--- config.mk ---
export PLATFORM = sky130hd
export DESIGN_NAME = ifm_addr_gen
export DESIGN_NICKNAME = d
export VERILOG_FILES = /design/src/rtl/ifm_addr_pkg.sv /design/src/rtl/ifm_window_walker.sv /design/src/rtl/ifm_addr_gen.sv
export SDC_FILE = /design/constraint.sdc
export NUM_CORES = 1
export LEC_CHECK = 0
export ABC_CLOCK_PERIOD_IN_PS = 6750
export CAP_MARGIN = 10
export CORE_ASPECT_RATIO = 1.1
export CORE_MARGIN = 1.5
export CORE_UTILIZATION = 46
export CTS_CLUSTER_DIAMETER = 40
export DETAILED_ROUTE_END_ITERATION = 16
export PLACE_DENSITY = 0.68
export SYNTH_ARGS = -nofsm -noshare
export SYNTH_HDL_FRONTEND = slang
export SYNTH_SLANG_ARGS = --single-unit
--- constraint.sdc ---
create_clock -name clock -period 6.75 [get_ports clock]
set_clock_uncertainty 0.05 [all_clocks]
set_input_delay 0.675 -clock clock [delete_from_list [all_inputs] [get_ports clock]]
set_output_delay 0.675 -clock clock [all_outputs]
set_load 0.005 [all_outputs]
--- src/rtl/ifm_addr_pkg.sv ---
// ifm_addr_pkg: shared lane geometry and FSM state encoding for the IFM address generator
// LANES  - addresses emitted per group
// ADDR_W - width of one lane address
// LANE_W - width of the lane index
package ifm_addr_pkg;
  localparam int LANES  = 8;
  localparam int ADDR_W = 10;
  localparam int LANE_W = $clog2(LANES);
  typedef enum logic [1:0] {IDLE, GEN, HOLD} state_t;
endpackage

--- src/rtl/ifm_window_walker.sv ---
// ifm_window_walker: raster walk over convolution window positions of one tile
// clock, rst_n         - clock, async active-low reset
// i_load               - clear position, latch row_step from i_load_stride*i_load_len
// i_step               - advance to the next window position
// i_ksize/i_stride     - latched kernel size and stride
// i_len/i_ht           - latched tile width and height
// o_addr               - row_base + x of the current window
// o_col_wrap           - current window is the last one of its row
// o_last_pixel         - current window is the last one of the tile
module ifm_window_walker
  import ifm_addr_pkg::*;
(
  input  logic              clock,
  input  logic              rst_n,
  input  logic              i_load,
  input  logic              i_step,
  input  logic [2:0]        i_load_stride,
  input  logic [5:0]        i_load_len,
  input  logic [2:0]        i_ksize,
  input  logic [2:0]        i_stride,
  input  logic [5:0]        i_len,
  input  logic [5:0]        i_ht,
  output logic [ADDR_W-1:0] o_addr,
  output logic              o_col_wrap,
  output logic              o_last_pixel
);
  logic [5:0]        r_x;
  logic [5:0]        r_y;
  logic [ADDR_W-1:0] r_row_base;
  logic [ADDR_W-1:0] r_row_step;
  logic [6:0]        w_x_reach;
  logic [6:0]        w_y_reach;
  // 7-bit reach of the next window: stepping is legal while reach <= extent
  assign w_x_reach    = {1'b0, r_x} + {4'b0, i_stride} + {4'b0, i_ksize};
  assign w_y_reach    = {1'b0, r_y} + {4'b0, i_stride} + {4'b0, i_ksize};
  assign o_col_wrap   = w_x_reach > {1'b0, i_len};
  assign o_last_pixel = o_col_wrap && (w_y_reach > {1'b0, i_ht});
  assign o_addr       = r_row_base + {{(ADDR_W-6){1'b0}}, r_x};
  always_ff @(posedge clock or negedge rst_n) begin
    if (!rst_n) begin
      r_x        <= '0;
      r_y        <= '0;
      r_row_base <= '0;
      r_row_step <= '0;
    end else if (i_load) begin
      r_x        <= '0;
      r_y        <= '0;
      r_row_base <= '0;
      r_row_step <= {7'b0, i_load_stride} * {4'b0, i_load_len};
    end else if (i_step) begin
      r_x        <= o_col_wrap ? 6'd0 : r_x + {3'b0, i_stride};
      r_y        <= o_col_wrap ? r_y + {3'b0, i_stride} : r_y;
      r_row_base <= o_col_wrap ? r_row_base + r_row_step : r_row_base;
    end
  end
endmodule

--- src/rtl/ifm_addr_gen.sv ---
// ifm_addr_gen: emits convolution window base addresses of one tile in groups of LANES
// clock, rst_n     - clock, async active-low reset
// tile_start       - start a tile (sampled in IDLE only)
// tile_continue    - release the held group (sampled in HOLD only)
// ksize, stride    - square kernel size and window stride
// tile_length/height - tile dimensions in pixels
// base_address     - lane i at [ADDR_W*i +: ADDR_W], lane 0 earliest
// base_addr_valid  - per-lane valid
// addr_gen_done    - current group complete and stable
// ifmap_end        - held group is the last of the tile
module ifm_addr_gen
  import ifm_addr_pkg::*;
(
  input  logic                     clock,
  input  logic                     rst_n,
  input  logic                     tile_start,
  input  logic                     tile_continue,
  input  logic [2:0]               ksize,
  input  logic [2:0]               stride,
  input  logic [5:0]               tile_length,
  input  logic [5:0]               tile_height,
  output logic [LANES*ADDR_W-1:0]  base_address,
  output logic [LANES-1:0]         base_addr_valid,
  output logic                     addr_gen_done,
  output logic                     ifmap_end
);
  state_t                         r_state;
  state_t                         w_next;
  logic [2:0]                     r_ksize;
  logic [2:0]                     r_stride;
  logic [5:0]                     r_len;
  logic [5:0]                     r_ht;
  logic [LANES-1:0][ADDR_W-1:0]   r_lane_addr;
  logic [LANES-1:0]               r_valid;
  logic [LANE_W-1:0]              r_lane;
  logic                           r_done;
  logic                           r_end;
  logic                           w_bad;
  logic                           w_load;
  logic                           w_step;
  logic                           w_col_wrap;
  logic                           w_last_pixel;
  logic                           w_final;
  logic                           w_group_full;
  logic [ADDR_W-1:0]              w_addr;
  // parameters that leave no legal window position finish immediately
  assign w_bad        = ksize == 3'd0 || stride == 3'd0 ||
                        {3'b0, ksize} > tile_length || {3'b0, ksize} > tile_height;
  assign w_load       = r_state == IDLE && tile_start;
  assign w_step       = r_state == GEN;
  assign w_final      = w_col_wrap && w_last_pixel;
  assign w_group_full = r_lane == LANE_W'(LANES-1);
  ifm_window_walker u_walker (
    .clock         (clock),
    .rst_n         (rst_n),
    .i_load        (w_load),
    .i_step        (w_step),
    .i_load_stride (stride),
    .i_load_len    (tile_length),
    .i_ksize       (r_ksize),
    .i_stride      (r_stride),
    .i_len         (r_len),
    .i_ht          (r_ht),
    .o_addr        (w_addr),
    .o_col_wrap    (w_col_wrap),
    .o_last_pixel  (w_last_pixel)
  );
  always_ff @(posedge clock or negedge rst_n) begin
    if (!rst_n) r_state <= IDLE;
    else        r_state <= w_next;
  end
  always_comb begin
    w_next = r_state;
    case (r_state)
      IDLE:    w_next = tile_start ? (w_bad ? HOLD : GEN) : IDLE;
      GEN:     w_next = (w_final || w_group_full) ? HOLD : GEN;
      HOLD:    w_next = tile_continue ? (r_end ? IDLE : GEN) : HOLD;
      default: w_next = IDLE;
    endcase
  end
  always_ff @(posedge clock or negedge rst_n) begin
    if (!rst_n) begin
      r_ksize     <= '0;
      r_stride    <= '0;
      r_len       <= '0;
      r_ht        <= '0;
      r_lane_addr <= '0;
      r_valid     <= '0;
      r_lane      <= '0;
      r_done      <= 1'b0;
      r_end       <= 1'b0;
    end else begin
      case (r_state)
        IDLE: if (tile_start) begin
          r_ksize     <= ksize;
          r_stride    <= stride;
          r_len       <= tile_length;
          r_ht        <= tile_height;
          r_lane_addr <= '0;
          r_valid     <= '0;
          r_lane      <= '0;
          r_done      <= w_bad;
          r_end       <= w_bad;
        end
        GEN: begin
          r_lane_addr[r_lane] <= w_addr;
          r_valid[r_lane]     <= 1'b1;
          r_done              <= w_final || w_group_full;
          r_end               <= w_final;
          r_lane              <= (w_final || w_group_full) ? r_lane : r_lane + 1'b1;
        end
        HOLD: if (tile_continue) begin
          r_lane_addr <= '0;
          r_valid     <= '0;
          r_lane      <= '0;
          r_done      <= 1'b0;
          r_end       <= 1'b0;
        end
        default: ;
      endcase
    end
  end
  assign base_address    = r_lane_addr;
  assign base_addr_valid = r_valid;
  assign addr_gen_done   = r_done;
  assign ifmap_end       = r_end;
endmodule

==> summary.md, run 1 <==
| Metric | Value |
|---|---|
| CP max stage cell | fa_1 |
| Worst Path Buf+Inv | 3 |
| Root buffer cell | clkbuf_16 |
| Core area | 16890 µm² |
| Syn nets | 877 |
| Critical Path RT | 7.06 ns |
| Critical path's top delay family | adder cells |
| Final Critical Period | 3.943 ns |
| Core Rows | 50 |
| First-pass GRT wire length | 30.06 mm |
| Clock tree buffer depth | 2 |
| Leak Pwr | 4.630 nW |
| Final nets | 987 |
| HPWL after DPL | 13.39 mm |
| Hold crit path type | input pin to async pin |
| Dpl cells | 1075 |
| Drt pass-1 iters | 5 |
| RSZ-0062 raised after global routing | no |
| DIE WIDTH | 127.9 µm |
| Vias in the first global route | 5842 |
| H-Tree Depth | 4 |
| Finished Layout Cells | 1106 |
| CTS Sinks | 144 |
| Type of origin of the critical path | flop |
| Pin count of the biggest net entering global routing | 83 |
| Final setup vio count | 0 |
| Post-synthesis sequential area ratio | 0.4562 |
| Initial antenna violation count | 0 |
| Storage cell area | 3603 µm² |
| Power Density | 432.9 nW/µm² |
| Synth Area per Inst | 10.18 µm² |
| Crit path DAT | 4.25 ns |
| ANT cells | 0 |
| Slew Limit Fails | 0 |
| Buffers on Ports | 111 |
| Synth warn | 0 |
| Sequential cell fraction of total power | 0.301 |
| Switching pwr | 1.823 mW |
| Layout cell share with drive strength beyond 1 | 0.06013 |
| Cells after synthesis | 776 |
| CP peak stage delay | 0.53 ns |
| Switch share | 0.4325 |
| Final ANT Viol Nets | 0 |
| WL/cell | 16.33 µm |
| Gate power share | 0.492 |
| Iter 0 DRT Violations | 338 |
| Outcome | completed |
| Clk pwr share | 0.207 |
| FMAX | 253.6 MHz |
| GRT Resource Usage Total | 0.2163 |
| Post_cts resized | 0 |
| Synthesized area | 7899 µm² |
| Vias | 6007 |
| Final worst setup slack | 2.807 ns |
| Final Hold Fails | 0 |
| GPL Wtd Cong | 0.8438 |
| Rel. slew slack | 0.2475 |
| Ports | 112 |
| Max FO, Critical Path | 31 |
| # fillers | 1475 |
| Worst setup EP type | flop |
| EDFF count, synth | 0 |
| Worst vdd ir | 0.2462 mV |
| Slew @ Worst Pin | 1.121 ns |
| Die height | 140.4 µm |
| Initial Util | 0.4676 |
| Post-route DRC | 0 |
| Synth Flop Type | dfrtp_1 |
| Clock Latency Late Sink | 0.43 ns |
| Num CTS Buffers | 17 |
| Setup CP Type | flop to flop |
| Layout area overhead | 23.25% |
| GR Overflow Total | 0 |
| Synth async-reset ratio | 1.000 |
| FF+latch count, synth | 144 |
| Postcts setup bufs | 0 |
| MaxCap Viol Count | 0 |
| Routed WL | 18.06 mm |
| PnR Total Power | 4.215 mW |
| Crit-path cells | inv_1 -> fa_1 -> inv_1 -> ha_1 -> fa_1 -> a21o_1 -> nand2_1 -> xnor2_1 -> ha_1 -> nand3_1 -> a21oi_1 -> o211a_1 -> nor2_1 -> buf_4 -> or4_1 -> a21oi_1 |
| Multi-input logic area | 4001 µm² |
| Cts hold-fix bufs | 0 |
| TNS Setup | 0 ns |
| Synth cell types | 67 |
| DP Worst Slack | 2.842 ns |
| CTS clk-pin slew, worst paths | 0.06 ns |
| CTS tree | built |
| Hold WS | 0.1507 ns |
| Period Utilization, post-route | 0.5841 |
| Die area | 17970 µm² |
| P_int | 2.392 mW |
| Drt via density | 5.431 |
power groups by stage:
stage / clock [mW] / combinational (mW) / sequential (mW)
4_1_cts: 0.891 / 2.10 / 1.27
3_5_place_dp: 0 / 2.07 / 1.28
2_1_floorplan: 0 / 1.49 / 1.22
3_3_place_gp: 0 / 2.04 / 1.28
5_1_grt: 0.928 / 2.35 / 1.30
6_report: 0.874 / 2.07 / 1.27
cell usage in the layout (no fill, tap or decap), types with 16 or more instances in the layout:
cell type,count
nand3_1,17
inv_1,47
o21ai_0,55
clkdlybuf4s50_1,110
nand2_1,135
nor2_1,30
a21oi_1,34
clkbuf_16,17
dfrtp_1,144
fa_1,17
a22o_1,64
ha_1,62
a21o_1,16
cell usage after synthesis, drive strengths merged, types with 2 or more instances:
| cell | count | share of area |
|---|---|---|
| a311oi | 2 | 0.0030 |
| nor2 | 34 | 0.022 |
| nand3b | 3 | 0.0029 |
| a21o | 16 | 0.015 |
| a22o | 64 | 0.071 |
| and2 | 7 | 0.0055 |
| inv | 47 | 0.022 |
| and3 | 4 | 0.0032 |
| nor3 | 10 | 0.0098 |
| o21bai | 4 | 0.0038 |
| nand2b | 7 | 0.0055 |
| xor2 | 9 | 0.011 |
| o31ai | 15 | 0.014 |
| or2 | 2 | 0.0016 |
| xnor2 | 16 | 0.019 |
| fa | 17 | 0.043 |
| nor3b | 2 | 0.0019 |
| or3 | 4 | 0.0044 |
| o21a | 2 | 0.0019 |
| clkbuf | 14 | 0.0068 |
| o22a | 2 | 0.0022 |
| o22ai | 3 | 0.0024 |
| a211o | 2 | 0.0022 |
| a211oi | 2 | 0.0019 |
| nand2 | 135 | 0.064 |
| nand3 | 17 | 0.011 |
| nor2b | 7 | 0.0065 |
| o21ai | 57 | 0.036 |
| buf | 11 | 0.0081 |
| dfrtp | 144 | 0.46 |
| nand4 | 3 | 0.0024 |
| ha | 62 | 0.098 |
| a21oi | 35 | 0.023 |
through the flow:
step,utilization,area [µm²]
after floorplan,-,7899
after global placement,0.5441,9191
after detailed placement,0.5441,9191
after CTS,0.5764,9736
after global routing,0.5764,9736
final,0.5764,9736
worst paths after layout:
check	startpoint	to	slack [ns]	cells past startpoint
hold / removal	rst_n	base_address[45]	0.15	1
max in group asynchronous	rst_n	u_walker.r_row_step[5]	5.05	2
min in group clock	r_ht[0]	r_ht[0]	0.43	2
setup reg to reg	r_stride[1]	u_walker.r_y[5]	2.81	16
hold reg to reg	r_ht[0]	r_ht[0]	0.43	2
setup / recovery	r_stride[1]	u_walker.r_y[5]	2.81	16
cell type report:
type,instances,share of cell area
Clock buffer,17,0.04370
Clock inverter,14,0.01221
Inverter,47,0.01812
Multi-Input combinational cell,560,0.4110
Sequential cell,144,0.3701
Tap cell,208,0.02673
Timing Repair Buffer,116,0.1181
per-layer routing:
layer / GRT usage / part of all wire
met4: 0.09048 / 0.024
met1: 0.2837 / 0.46
met2: 0.3475 / 0.48
met3: 0.04660 / 0.040
met5: 0 / 0
worst register-to-register path, stage by stage (launching register included):
cell and delay (ns):
dfrtp_1 0.42, inv_1 0.15, fa_1 0.53, inv_1 0.06, ha_1 0.20, fa_1 0.41, a21o_1 0.18, nand2_1 0.07
xnor2_1 0.07, ha_1 0.33, nand3_1 0.10, a21oi_1 0.17, o211a_1 0.18, nor2_1 0.04, buf_4 0.23, or4_1 0.54
a21oi_1 0.15
cell families (layout without fill, tap and decap cells):
group / Yosys count / count (layout) / synth area share
multiplexers: 1 / 1 / 0.001267
adder cells (fa/ha/maj): 79 / 79 / 0.1413
buffers and inverters: 72 / 194 / 0.03722
AO/OA/AOI/OAI: 218 / 218 / 0.1921
flip-flops: 144 / 144 / 0.4562
AND/OR/NAND/NOR: 237 / 237 / 0.1422
XOR/XNOR: 25 / 25 / 0.02962
registers in the layout, indices dropped and copies added, names as in the netlist:
register and cells:
r_ksize 3, base_addr_valid 8, addr_gen_done 1, u_walker.r_row_base 10, ifmap_end 1, r_state 2, r_stride 3, u_walker.r_row_step 9
base_address 80, u_walker.r_x 6, r_len 6, r_lane 3, r_ht 6, u_walker.r_y 6
Power figures use the tool's default switching activity.
==> run 2: changes to the inputs <==
--- a/config.mk
+++ b/config.mk
@@ -5,14 +5,14 @@
 export SDC_FILE = /design/constraint.sdc
 export NUM_CORES = 1
 export LEC_CHECK = 0
-export ABC_CLOCK_PERIOD_IN_PS = 6750
+export ABC_CLOCK_PERIOD_IN_PS = 3200
 export CAP_MARGIN = 10
 export CORE_ASPECT_RATIO = 1.1
 export CORE_MARGIN = 1.5
 export CORE_UTILIZATION = 46
 export CTS_CLUSTER_DIAMETER = 40
 export DETAILED_ROUTE_END_ITERATION = 16
-export PLACE_DENSITY = 0.68
+export PLACE_DENSITY = 0.71
 export SYNTH_ARGS = -nofsm -noshare
 export SYNTH_HDL_FRONTEND = slang
 export SYNTH_SLANG_ARGS = --single-unit
==> constraint.sdc (replaced) <==
create_clock -name clock -period 3.2 [get_ports clock]
set_clock_uncertainty 0.05 [all_clocks]
set_input_delay 0.32 -clock clock [delete_from_list [all_inputs] [get_ports clock]]
set_output_delay 0.32 -clock clock [all_outputs]
set_load 0.005 [all_outputs]
==> summary.md, run 2 (synthesis gave the netlist of run 1 again) <==
| Metric | Value |
|---|---|
| CTS clk-pin slew, worst paths | 0.07 ns (about the same) |
| Type of origin of the critical path | flop |
| CTS tree | built |
| FMAX | 286.4 MHz (+13%) |
| Post-route DRC | 0 (unchanged) |
| Vias in the first global route | 6142 (+5.1%) |
| Max FO, Critical Path | 8 (-74%) |
| Final Critical Period | 3.492 ns (-0.4513 ns) |
| Failing checks | negative setup slack |
| Critical R2R Launch | r_ksize[1] |
| Slew Limit Fails | 0 (unchanged) |
| Crit path DAT | 3.80 ns (-0.45 ns) |
| Initial antenna violation count | 0 (unchanged) |
| Sequential cell fraction of total power | 0.265 (-0.036) |
| Flop2flop setup slack | -0.29 ns (-3.10 ns) |
| Capturing point of the worst reg2reg path | u_walker.r_y[5] |
| Clock tree buffer depth | 2 (unchanged) |
| Worst setup EP type | flop |
| Hold crit path type | input pin to async pin |
| Worst vdd ir | 0.5761 mV (+130%) |
| Critical Path RT | 3.51 ns (-3.55 ns) |
| HPWL after DPL | 13.64 mm (+1.8%) |
| Buffers on Ports | 111 (unchanged) |
| Final setup vio count | 28 (+28) |
| Outcome | finished, violations left |
| WL met3 | 808 µm (+11%) |
| Num CTS Buffers | 17 (unchanged) |
| P_int | 5.768 mW (+140%) |
| DIE WIDTH | 127.9 µm (unchanged) |
| Drt pass-1 iters | 5 (unchanged) |
| # fillers | 1394 (-5.5%) |
| Die area | 17970 µm² (unchanged) |
| Gate power share | 0.538 (+0.046) |
| Setup CP Type | flop to flop |
| Die height | 140.4 µm (unchanged) |
| WL/cell | 16.21 µm (-0.71%) |
| Power Density | 974.0 nW/µm² (+120%) |
| MaxCap Viol Count | 0 (unchanged) |
| Met1 wire length | 8.637 mm (+4.3%) |
| RSZ-0062 raised after global routing | yes |
| Final worst setup slack | -0.2916 ns (-3.099 ns) |
| Largest register FFs | 80 (unchanged) |
| Routed WL | 18.57 mm (+2.8%) |
| Worst-case reg-to-reg path depth | 16 (unchanged) |
| Highest Signal Layer | met4 |
| Core area | 16890 µm² (unchanged) |
| ANT cells | 0 (unchanged) |
| GR Overflow Total | 0 (unchanged) |
| Final ANT Viol Nets | 0 (unchanged) |
| Leak Pwr | 4.889 nW (+5.6%) |
| GRT Resource Usage Total | 0.2188 (+0.002478) |
| H-Tree Depth | 4 (unchanged) |
| Layout area overhead | 30.00% |
| Rel. slew slack | 0.3679 (+0.1204) |
| Multi-input logic area | 4159 µm² (+3.9%) |
| Period Utilization, post-route | 1.091 (+0.5070) |
| Initial Util | 0.4676 (unchanged) |
| Clock Latency Late Sink | 0.43 ns (about the same) |
| Switch share | 0.4233 (-0.009182) |
| Commonest cells after routing, fill and taps aside | dfrtp_1, nand2_1, clkdlybuf4s50_1, a22o_1, ha_1 |
| Slew @ Worst Pin | 0.9414 ns (-0.1794 ns) |
| Root buffer cell | clkbuf_16 |
| Drt via density | 5.467 (+0.66%) |
| CTS Sinks | 144 (unchanged) |
| PnR Total Power | 10.00 mW (+140%) |
| Core Rows | 50 (unchanged) |
| First-pass GRT wire length | 30.86 mm (+2.7%) |
| Wire length on met2 | 8.836 mm (+2.6%) |
| Crit. Startpoint | r_ksize[1] |
| Ports | 112 (unchanged) |
| Layout cell share with drive strength beyond 1 | 0.1355 (+0.07541) |
| Final nets | 1025 (+3.9%) |
| Storage cell area | 3605 µm² (about the same) |
| TNS Setup | -5.061 ns (-5.061 ns) |
| Iter 0 DRT Violations | 434 (+28%) |
| Pin count of the biggest net entering global routing | 74 (-11%) |
| Most common cell after layout, fill and taps aside | dfrtp_1 |
| Clk pwr share | 0.197 (-0.010) |
| Final Hold Fails | 0 (unchanged) |
| Switching pwr | 4.233 mW (+130%) |
| Vias | 6260 (+4.2%) |
| GPL Wtd Cong | 0.8776 (+4.0%) |
==> run 2: area by class of cell <==
| class | instances | area share |
|---|---|---|
| inverter | 47 | 0.01718 |
| tap | 208 | 0.02534 |
| clock buffer | 17 | 0.04143 |
| sequential | 144 | 0.3510 |
| multi-input combinational | 560 | 0.4050 |
| clock inverter | 15 | 0.01608 |
| timing repair buffer | 154 | 0.1439 |
==> run 2: worst max-delay path: stages (launching register included) <==
cell	delay (ns)
dfrtp_1	0.34
inv_2	0.05
fa_1	0.54
inv_1	0.06
ha_2	0.18
fa_2	0.34
a21o_1	0.17
nand2_2	0.08
xnor2_2	0.06
ha_1	0.35
nand3_2	0.11
a21oi_2	0.15
o211a_1	0.19
nor2_2	0.06
buf_12	0.14
or4_4	0.41
a21oi_2	0.14
==> run 2: metrics by stage <==
stage	worst slack (ns)	util	hold slack (ns)	std cells	cell area, µm²
after floorplan	-0.06141	-	-0.02559	776	7936
after global placement	-0.1797	0.5617	0.3331	1108	9488
after detailed placement	-0.2422	0.5617	0.3378	1108	9488
after CTS	-0.2515	0.6036	0.4102	1143	10200
after global routing	-0.4279	0.6079	0.4310	1145	10270
final	-0.2916	0.6079	0.4165	1145	10270
==> run 2: power by group through the flow <==
stage	Combinational, mW	Sequential [mW]	Clock, mW
2_1_floorplan	3.28	2.58	0
3_3_place_gp	4.83	2.66	0
3_5_place_dp	4.94	2.68	0
4_1_cts	5.27	2.65	2.00
5_1_grt	5.99	2.71	2.08
6_report	5.38	2.65	1.97
==> run 2: repair_timing <==
item	4_1_cts	5_1_grt
gates resized for setup	24	14
endpoints found under the setup margin	29	29
hold buffers	1	0
endpoints found under the hold margin	72	0
buffers inserted	2	2
pin swaps	16	15
==> run 2: worst max-delay path by stage <==
stage	end	cells past startpoint	slack (ns)
2_1_floorplan	u_walker.r_y[2]	17	-0.06
3_3_place_gp	u_walker.r_row_base[9]	16	-0.18
3_5_place_dp	u_walker.r_y[5]	13	-0.24
4_1_cts	u_walker.r_y[5]	16	-0.25
5_1_grt	u_walker.r_y[5]	16	-0.43
6_report	u_walker.r_y[5]	16	-0.29
==> run 2: per-layer routing <==
layer / vias to the layer above / GRT usage
met4: 0 / 0.06978
li1: 3060 / -
met2: 160 / 0.3625
met1: 3016 / 0.2875
met3: 24 / 0.04584
met5: - / 0
